[src/rtl/input_debouncer.sv]
// Board-input conditioner: per-channel 2-flop synchroniser, consecutive-cycle
// debounce counter, debounced level plus one-cycle rise/fall pulses.
module input_debouncer #(
  parameter int                NUM_CH          = 17,
  parameter int                DEBOUNCE_CYCLES = 1000000,
  parameter int                CNT_WIDTH       = 20,
  parameter logic [NUM_CH-1:0] RST_VAL         = '0
) (
  input  logic              clk_i,
  input  logic              arst_i,
  input  logic [NUM_CH-1:0] raw_i,
  output logic [NUM_CH-1:0] db_o,
  output logic [NUM_CH-1:0] rise_o,
  output logic [NUM_CH-1:0] fall_o,
  output logic              any_rise_o
);

  localparam logic [CNT_WIDTH-1:0] CNT_LAST = CNT_WIDTH'(DEBOUNCE_CYCLES - 1);

  logic [NUM_CH-1:0]    sync_p0;
  logic [NUM_CH-1:0]    sync_p1;
  logic [CNT_WIDTH-1:0] cnt_p2 [NUM_CH];

  logic [CNT_WIDTH-1:0] cnt_d  [NUM_CH];
  logic [NUM_CH-1:0]    db_d;
  logic [NUM_CH-1:0]    rise_d;
  logic [NUM_CH-1:0]    fall_d;

  // Counter clears on acceptance, so it never reaches a wrap point.
  function automatic logic [CNT_WIDTH-1:0] cnt_step(input logic [CNT_WIDTH-1:0] cnt);
    return cnt + CNT_WIDTH'(1);
  endfunction

  // Stage p0/p1: two-flop synchroniser on the asynchronous pads
  always_ff @(posedge clk_i or posedge arst_i) begin
    if (arst_i) begin
      sync_p0 <= RST_VAL;
      sync_p1 <= RST_VAL;
    end else begin
      sync_p0 <= raw_i;
      sync_p1 <= sync_p0;
    end
  end

  // A channel is pending while its synchronised value disagrees with db_o;
  // returning to agreement before the count completes discards the count.
  always_comb begin
    db_d   = db_o;
    rise_d = '0;
    fall_d = '0;
    for (int i = 0; i < NUM_CH; i++) begin
      cnt_d[i] = '0;
      if (sync_p1[i] != db_o[i]) begin
        if (cnt_p2[i] == CNT_LAST) begin
          db_d[i]   = sync_p1[i];
          rise_d[i] = sync_p1[i];
          fall_d[i] = ~sync_p1[i];
        end else begin
          cnt_d[i] = cnt_step(cnt_p2[i]);
        end
      end
    end
  end

  // Stage p2: counters, debounced level and edge pulses
  always_ff @(posedge clk_i or posedge arst_i) begin
    if (arst_i) begin
      for (int i = 0; i < NUM_CH; i++) cnt_p2[i] <= '0;
      db_o       <= RST_VAL;
      rise_o     <= '0;
      fall_o     <= '0;
      any_rise_o <= 1'b0;
    end else begin
      for (int i = 0; i < NUM_CH; i++) cnt_p2[i] <= cnt_d[i];
      db_o       <= db_d;
      rise_o     <= rise_d;
      fall_o     <= fall_d;
      any_rise_o <= |rise_d;
    end
  end

endmodule

[config.mk]
export PLATFORM = sky130hd
export DESIGN_NAME = input_debouncer
export DESIGN_NICKNAME = d
export VERILOG_FILES = /design/src/rtl/input_debouncer.sv
export SDC_FILE = /design/constraint.sdc
export NUM_CORES = 1
export LEC_CHECK = 0
export CAP_MARGIN = 20
export CORE_UTILIZATION = 40
export CTS_CLUSTER_SIZE = 25
export DETAILED_ROUTE_END_ITERATION = 10
export PLACE_DENSITY = 0.6
export SLEW_MARGIN = 10
export SYNTH_ARGS = -nofsm -noshare
export SYNTH_HDL_FRONTEND = slang
export SYNTH_SLANG_ARGS = --single-unit
export TNS_END_PERCENT = 100
[constraint.sdc]
create_clock -name clk_i -period 25.7 [get_ports clk_i]
set_input_delay 6.425 -clock clk_i [delete_from_list [all_inputs] [get_ports clk_i]]
set_output_delay 6.425 -clock clk_i [all_outputs]
set_load 0.005 [all_outputs]
; ---- Yosys cells after proc, flatten, opt, wreduce, memory -nomap -nowiden
; Cells that the tools add are included.
; Widths: inputs -> output; s select.
[word_totals]
regBits = 426
output_inout_bits = 52
elab_cells = 227
[op_classes]
add_sub_neg = 17
n_eq_ne = 34
muxes = 102
bitwise_logic = 17
reduce_logical = 18
[op_table]
columns = op, count
row1 = $mux 20, 34
row2 = $add 20x1->20 const B, 17
row3 = $eq 20x20->1 const B, 17
row4 = $mux 1, 68
row5 = $reduce_and 2->1, 17
row6 = $ne 1x1->1, 17
row7 = $not 1->1, 17
row8 = $reduce_or 17->1, 1

; ---- Longest topological paths before layout
; Gate-level depths: netlist of the first run.
[depth]
word_depth = 4
ltp_mapped = 9

; ---- Least setup slack after synthesis of the first run
; OpenSTA, ideal clock, no wires.
[synth_path]
path_type = flip-flop to output port
from = register db_o[10]
to = output db_o[10]
arrival_time_ns = 0.405
slack_ns = 18.870
path_stages_with_launch = 1
n_path_buf = 0
path_cell_list = dfrtp_1
[synth_lines]
columns = element, line
row1 = from (decl), 12  ; output logic [NUM_CH-1:0] db_o,
row2 = from (signal assigned), 69  ; db_o <= RST_VAL;
row3 = from (signal assigned), 75  ; db_o <= db_d;
; No word-level cell between the ends.

==> results of run 1 <==
[per-layer routing]
metal  track usage  vias up
li1              -     6493
met1         0.203     6359
met2         0.247      119
met3        0.0260       52
met4        0.0544        0
met5             0        -
[area by class of cell]
cell class	count	share of cell area
flip-flops and latches	426	0.481
multi-input cells	1367	0.374
clock buffers	75	0.0633
well taps	615	0.0347
repair buffers	74	0.0335
inverters	39	0.00694
clock inverters	10	0.00677
[worst register-to-register path: cells and delay by family, from the launching register on]
| family | cells | cell delay (ns) |
|---|---|---|
| simple gates | 3 | 1.40 |
| flops | 1 | 0.41 |
| compound gates | 1 | 0.32 |
| fa+ha+maj | 1 | 0.23 |
[how the worst min path moves through the flow]
| stage | end | slack (ns) | cells past startpoint |
|---|---|---|---|
| after detailed placement | sync_p1[1] | 0.33 | 0 |
| final | sync_p1[3] | 0.34 | 0 |
| after floorplan | sync_p1[0] | 0.33 | 0 |
| after CTS | sync_p1[1] | 0.35 | 0 |
| after global placement | sync_p1[11] | 0.33 | 0 |
| after global routing | sync_p1[3] | 0.35 | 0 |
[power by group through the flow]
stage / combinational [W] / sequential [W] / clock, W
after detailed placement: 0.0000399 / 0.000700 / 0
after CTS: 0.0000402 / 0.000688 / 0.000701
final: 0.0000382 / 0.000689 / 0.000675
after floorplan: 0.0000293 / 0.000699 / 0
after global placement: 0.0000391 / 0.000700 / 0
after global routing: 0.0000453 / 0.000690 / 0.000725
[logic make-up (layout without fill, tap and decap cells)]
| kind of cell | after synthesis | count (layout) | synth area share |
|---|---|---|---|
| simple gates | 1001 | 1001 | 0.260 |
| flops | 426 | 426 | 0.553 |
| xor+xnor | 320 | 320 | 0.145 |
| buf+inv | 73 | 198 | 0.0176 |
| fa+ha+maj | 17 | 17 | 0.0110 |
| mux | 15 | 15 | 0.00876 |
| compound gates | 14 | 14 | 0.00500 |
[cells in the final DEF, fill, tap and decap left out, types with 2 or more instances in the layout]
cell type / count
mux2_2: 15
nor2b_1: 7
clkbuf_1: 18
nor4_1: 26
clkdlybuf4s50_1: 70
xnor2_1: 178
nand3_1: 111
nand2_1: 112
and4_1: 38
nor2_1: 402
and2_1: 17
nand4_1: 77
buf_4: 3
xor2_1: 142
or2_1: 3
clkinv_2: 6
a21oi_1: 3
nor4b_1: 15
o32ai_1: 3
nand2b_1: 9
inv_1: 38
or3_1: 6
nor4bb_1: 10
o21ai_0: 4
nand4b_1: 5
bufinv_16: 4
dfrtp_1: 426
clkbuf_16: 49
nand2_2: 2
clkbuf_8: 8
nor3_1: 57
or2_2: 6
and3_1: 69
nor3b_1: 17
or4_1: 3
ha_1: 17
[through the flow]
stage / setup slack (ns) / total power, W / hold slack, ns
6_report: 17.10 / 0.00140 / 0.345
4_1_cts: 16.92 / 0.00143 / 0.348
3_3_place_gp: 16.32 / 0.000739 / 0.334
3_5_place_dp: 16.29 / 0.000740 / 0.335
2_1_floorplan: 7.41 / 0.000728 / 0.331
5_1_grt: 16.55 / 0.00146 / 0.351
[registers in the layout (all words and copies together), names as in the netlist]
| name | count |
|---|---|
| cnt_p2 | 340 |
| db_o | 17 |
| fall_o | 17 |
| rise_o | 17 |
| sync_p0 | 17 |
| sync_p1 | 17 |
| any_rise_o | 1 |
==> reports/metrics.cfg, run 1 <==
[status]
status=complete, but fails checks
violations=design-rule violations

[final_layout]
instances_no_fill=2606
area_growth_pct=14.9
final_area_mm2=0.0222
regArea_mm2=0.0107
multiInputGateArea_mm2=0.00829
nNetsFinal=1992
num_antenna_cells=0
post-route-util=0.465
drive_gt1_frac=0.0502
fillCellCount=4432

[timing]
tightest_slew_ns=1.01
rsz0062_at_grt=false
finalCritPeriodShare=0.335
tns_ns=0
timing.fmax_mhz=116
relSlewSlack=0.328
finClkSkew_ns=0.0101
period_needed_ns=8.60
hold_viol_final=0
setup_viol=0
slew_viol_final=0

[synth]
synth_ff_type=dfrtp_1
yosys.area.top_type_share=0.553
synth_area_leaders=dfrtp_1 (55%), xnor2_1 (8.1%), nor2_1 (7.8%)
async_flop_share=1.00
netlist_area_mm2=0.0193
yosysUniqueCellTypes=47
syn_area_per_cell_um2=10.3
yosys_warnings=0
synth_common_cells=dfrtp_1 (426), nor2_1 (402), xnor2_1 (178), xor2_1 (142), nand2_1 (112)
synth_edf_count=0
yosysMostFrequentCell=dfrtp_1
postSynthCellCount=1866
yosys_register_bits=426
yosysTopAreaCell=dfrtp_1
mappedNetlistNets=1902
ys_seq_area_frac=0.553

[clocking]
cts_resized=0
clk_latency_ns=0.57
clock_sinks=426
ctsHtreeMaxLevel=2
post_cts_buffers=0
path_clk_slew_ns=0.06
postCtsHoldBufs=0
cts_buffer_depth=3
cts_buffers=48
cts_tree=yes
ctsRootBufferMaster=clkbuf_16

[power_and_ir_drop]
seq_power_share=0.491
internal_power_w=0.00110
power.density_mw_per_mm2=63.2
combPwrFrac=0.027
total_leakage_power_nw=9.38
clkPwrFrac=0.482
swShare=0.213
power_switching_w=0.000298
ir_worst_vdd_mv=0.0388

[routing]
vias=13000
top_layer=met4
via_per_inst=5.00
drt-initial-drc-count=726
dr.pass1.iters=9
wl_per_cell_um=13.7
drc=1
wl_met2_um=16400
route.met3.wl_um=1160
drtAntennaViolNets=0
wl_met1_um=17400
drt_wl_total_um=35700

[grt]
grt_pass1_wl_um=62900
grt_max_degree=166
grt_usage=0.151
grt_pass1_vias=13200
globalRouteOverflowTotal=0
antenna_found_initial=0

[placement]
hpwl_um=23200
placed_area_mm2=0.0206
gp_congestion=0.778
io_buffers=70
dp.cells=2521

[worst_setup_path]
timing_worst_setup_path_type=input port to async pin
startpoint=arst_i
crit_path_end_kind=async pin
critical_path_arrival_ns=9.21
slowest_stage=buf_4
rr_worst_depth=5
critPathBufInv=4
critPathLaunchType=input port
cp.required_ns=26.31
reg2reg_setup_slack_ns=23.24
critical_path.cell_chain=clkdlybuf4s50_1 > inv_8 > buf_4 > buf_4
r2r_end=any_rise_o
cp_slowest_stage_delay_ns=0.80
crit_cells=4
r2r_start=cnt_p2[200]
critPathTopFamily=buffers and inverters
crit_fanout=134
crit_top_cell=buf_4
crit_end=db_o[11]

[die]
fp.dieArea_mm2=0.0491
core_mm2=0.0476
ios=71
dieHeight_um=222
initial_core_util=0.405
num_rows=80
die_x_um=222

[hold_path]
hold_start=sync_p0[3]
worstHoldPathType=register to register

[job]
drv_cap=0

Note: power is estimated with default switching activity, not from simulation.
==> run 2: changes to the inputs <==
--- a/config.mk
+++ b/config.mk
@@ -9,7 +9,7 @@
 export CORE_UTILIZATION = 40
 export CTS_CLUSTER_SIZE = 25
 export DETAILED_ROUTE_END_ITERATION = 10
-export PLACE_DENSITY = 0.6
+export PLACE_DENSITY = 0.62
 export SLEW_MARGIN = 10
 export SYNTH_ARGS = -nofsm -noshare
 export SYNTH_HDL_FRONTEND = slang
==> constraint.sdc (replaced) <==
create_clock -name clk_i -period 7.86 [get_ports clk_i]
set_input_delay 1.965 -clock clk_i [delete_from_list [all_inputs] [get_ports clk_i]]
set_output_delay 1.965 -clock clk_i [all_outputs]
set_load 0.005 [all_outputs]
==> run 2 against run 1 <==
  * The run now ends clean
  * Final cell count grew 0.12%
  * First-iteration DRC count grew 16%
  * Sequential share of layout area shrank 0.50 points
  * Hold slack gained 0.0017 ns
  * Register-to-register slack lost 18 ns
  * Die area is the same
  * Critical path type is now register to output pin
  * Largest power group is now clock
==> reports/metrics.cfg, run 2 (synthesized netlist as in run 1, its figures left out) <==
[routing]
drt-initial-drc-count=844
drtAntennaViolNets=0
via_per_inst=4.99
drc=0
dr.pass1.iters=4
wl_per_cell_um=13.6
vias=13000
drt_wl_total_um=35400

[grt]
grt_usage=0.150
globalRouteOverflowTotal=0
grt_pass1_wl_um=62600
grt_pass1_vias=13100
grt_max_degree=184
antenna_found_initial=0

[timing]
tns_ns=0
rsz0062_at_grt=false
slew_viol_final=0
tightest_slew_ns=1.14
timing.fmax_mhz=286
finalCritPeriodShare=0.445
hold_viol_final=0
fin_ws_ns=4.36
period_needed_ns=3.50
finClkSkew_ns=0.00911
setup_viol=0
relSlewSlack=0.239

[final_layout]
top_register=cnt_p2
num_antenna_cells=0
nNetsFinal=1992
largest_reg_flops=340
instances_no_fill=2609
final_common_cell=dfrtp_1
layout_common_cells=dfrtp_1 (426), nor2_1 (402), xnor2_1 (178)
area_growth_pct=16.1
drive_gt1_frac=0.0587

[die]
ios=71
initial_core_util=0.405
die_x_um=222
fp.dieArea_mm2=0.0491
core_mm2=0.0476
dieHeight_um=222
num_rows=80

[clocking]
ctsRootBufferMaster=clkbuf_16
path_clk_slew_ns=0.06
ctsHtreeMaxLevel=2
cts_buffers=47
clk_latency_ns=0.57
postCtsHoldBufs=0
cts_buffer_depth=3
clock_sinks=426
cts_tree=yes
cts_resized=0
post_cts_buffers=0

[power_and_ir_drop]
power_switching_w=0.00101
clkPwrFrac=0.510
power.density_mw_per_mm2=216
internal_power_w=0.00383
ir_worst_vdd_mv=0.162
total_leakage_power_nw=9.49
swShare=0.209
combPwrFrac=0.026
seq_power_share=0.465

[worst_setup_path]
critPathTopFamily=buffers and inverters
cp_slowest_stage_delay_ns=0.54
crit_cells=1
critPathBufInv=1
rr_worst_depth=6
cp.required_ns=5.89
reg2reg_setup_slack_ns=5.12
timing_worst_setup_path_type=register to output pin
critPathLaunchType=register
critical_path.cell_chain=clkdlybuf4s50_1
slowest_stage=clkdlybuf4s50_1
critical_path_arrival_ns=1.53
crit_path_end_kind=output pin
crit_fanout=6

[status]
status=finished clean

[placement]
dp.cells=2522
hpwl_um=23000
pre_cts_ws_ns=3.87
gp_congestion=0.803
io_buffers=70

[hold_path]
worstHoldPathType=register to register
hold-path-cell-count=0

[job]
drv_cap=0

[run 2: cell types whose count changed in the layout (fill, tap and decap cells not counted), sizes merged]
cell,previous run,this run
clkbuf,75,61
bufinv,4,11
clkinv,6,11
clkinvlp,0,5
buf,4,5
inv,39,38
[run 2: final cells by class]
class | instances | area [µm²]
fillers | 4385 | 25200
flip-flops and latches | 426 | 10700
multi-input cells | 1367 | 8290
clock buffers | 61 | 1350
well taps | 615 | 769
repair buffers | 75 | 763
clock inverters | 26 | 419
inverters | 39 | 150
[run 2: path summary, 6_finish.rpt]
| check | from | end |
|---|---|---|
| worst max-delay path | db_o[10] | db_o[10] |
| max in group asynchronous | arst_i | cnt_p2[318] |
| worst min register to register | sync_p0[0] | sync_p1[0] |
| min in group asynchronous | arst_i | cnt_p2[93] |
| worst min-delay path | sync_p0[0] | sync_p1[0] |
| worst max register to register | cnt_p2[320] | any_rise_o |
[run 2: power by group through the flow]
stage / registers, W / clock network (W) / logic [W]
finish: 0.00225 / 0.00247 / 0.000125
global route: 0.00225 / 0.00263 / 0.000148
CTS: 0.00225 / 0.00255 / 0.000132
detailed placement: 0.00229 / 0 / 0.000130
global placement: 0.00229 / 0 / 0.000128
floorplan: 0.00229 / 0 / 0.0000960
[run 2: routing by layer]
metal	track usage	wire length (µm)	share of wire	vias up
met1	0.209	17200	0.49	6356
met3	0.0299	1180	0.033	43
li1	-	-	-	6492
met2	0.237	16300	0.46	130
met5	0	0	0	-
met4	0.0441	648	0.018	0
[run 2: per-stage QoR]
| stage | power [W] | util | cell area (µm²) | hold slack, ns |
|---|---|---|---|---|
| finish | 0.00484 | 0.470 | 22400 | 0.346 |
| global route | 0.00503 | 0.470 | 22400 | 0.355 |
| CTS | 0.00493 | 0.470 | 22400 | 0.350 |
| detailed placement | 0.00242 | 0.433 | 20600 | 0.336 |
| global placement | 0.00242 | 0.433 | 20600 | 0.332 |
| floorplan | 0.00238 | - | 19300 | 0.331 |
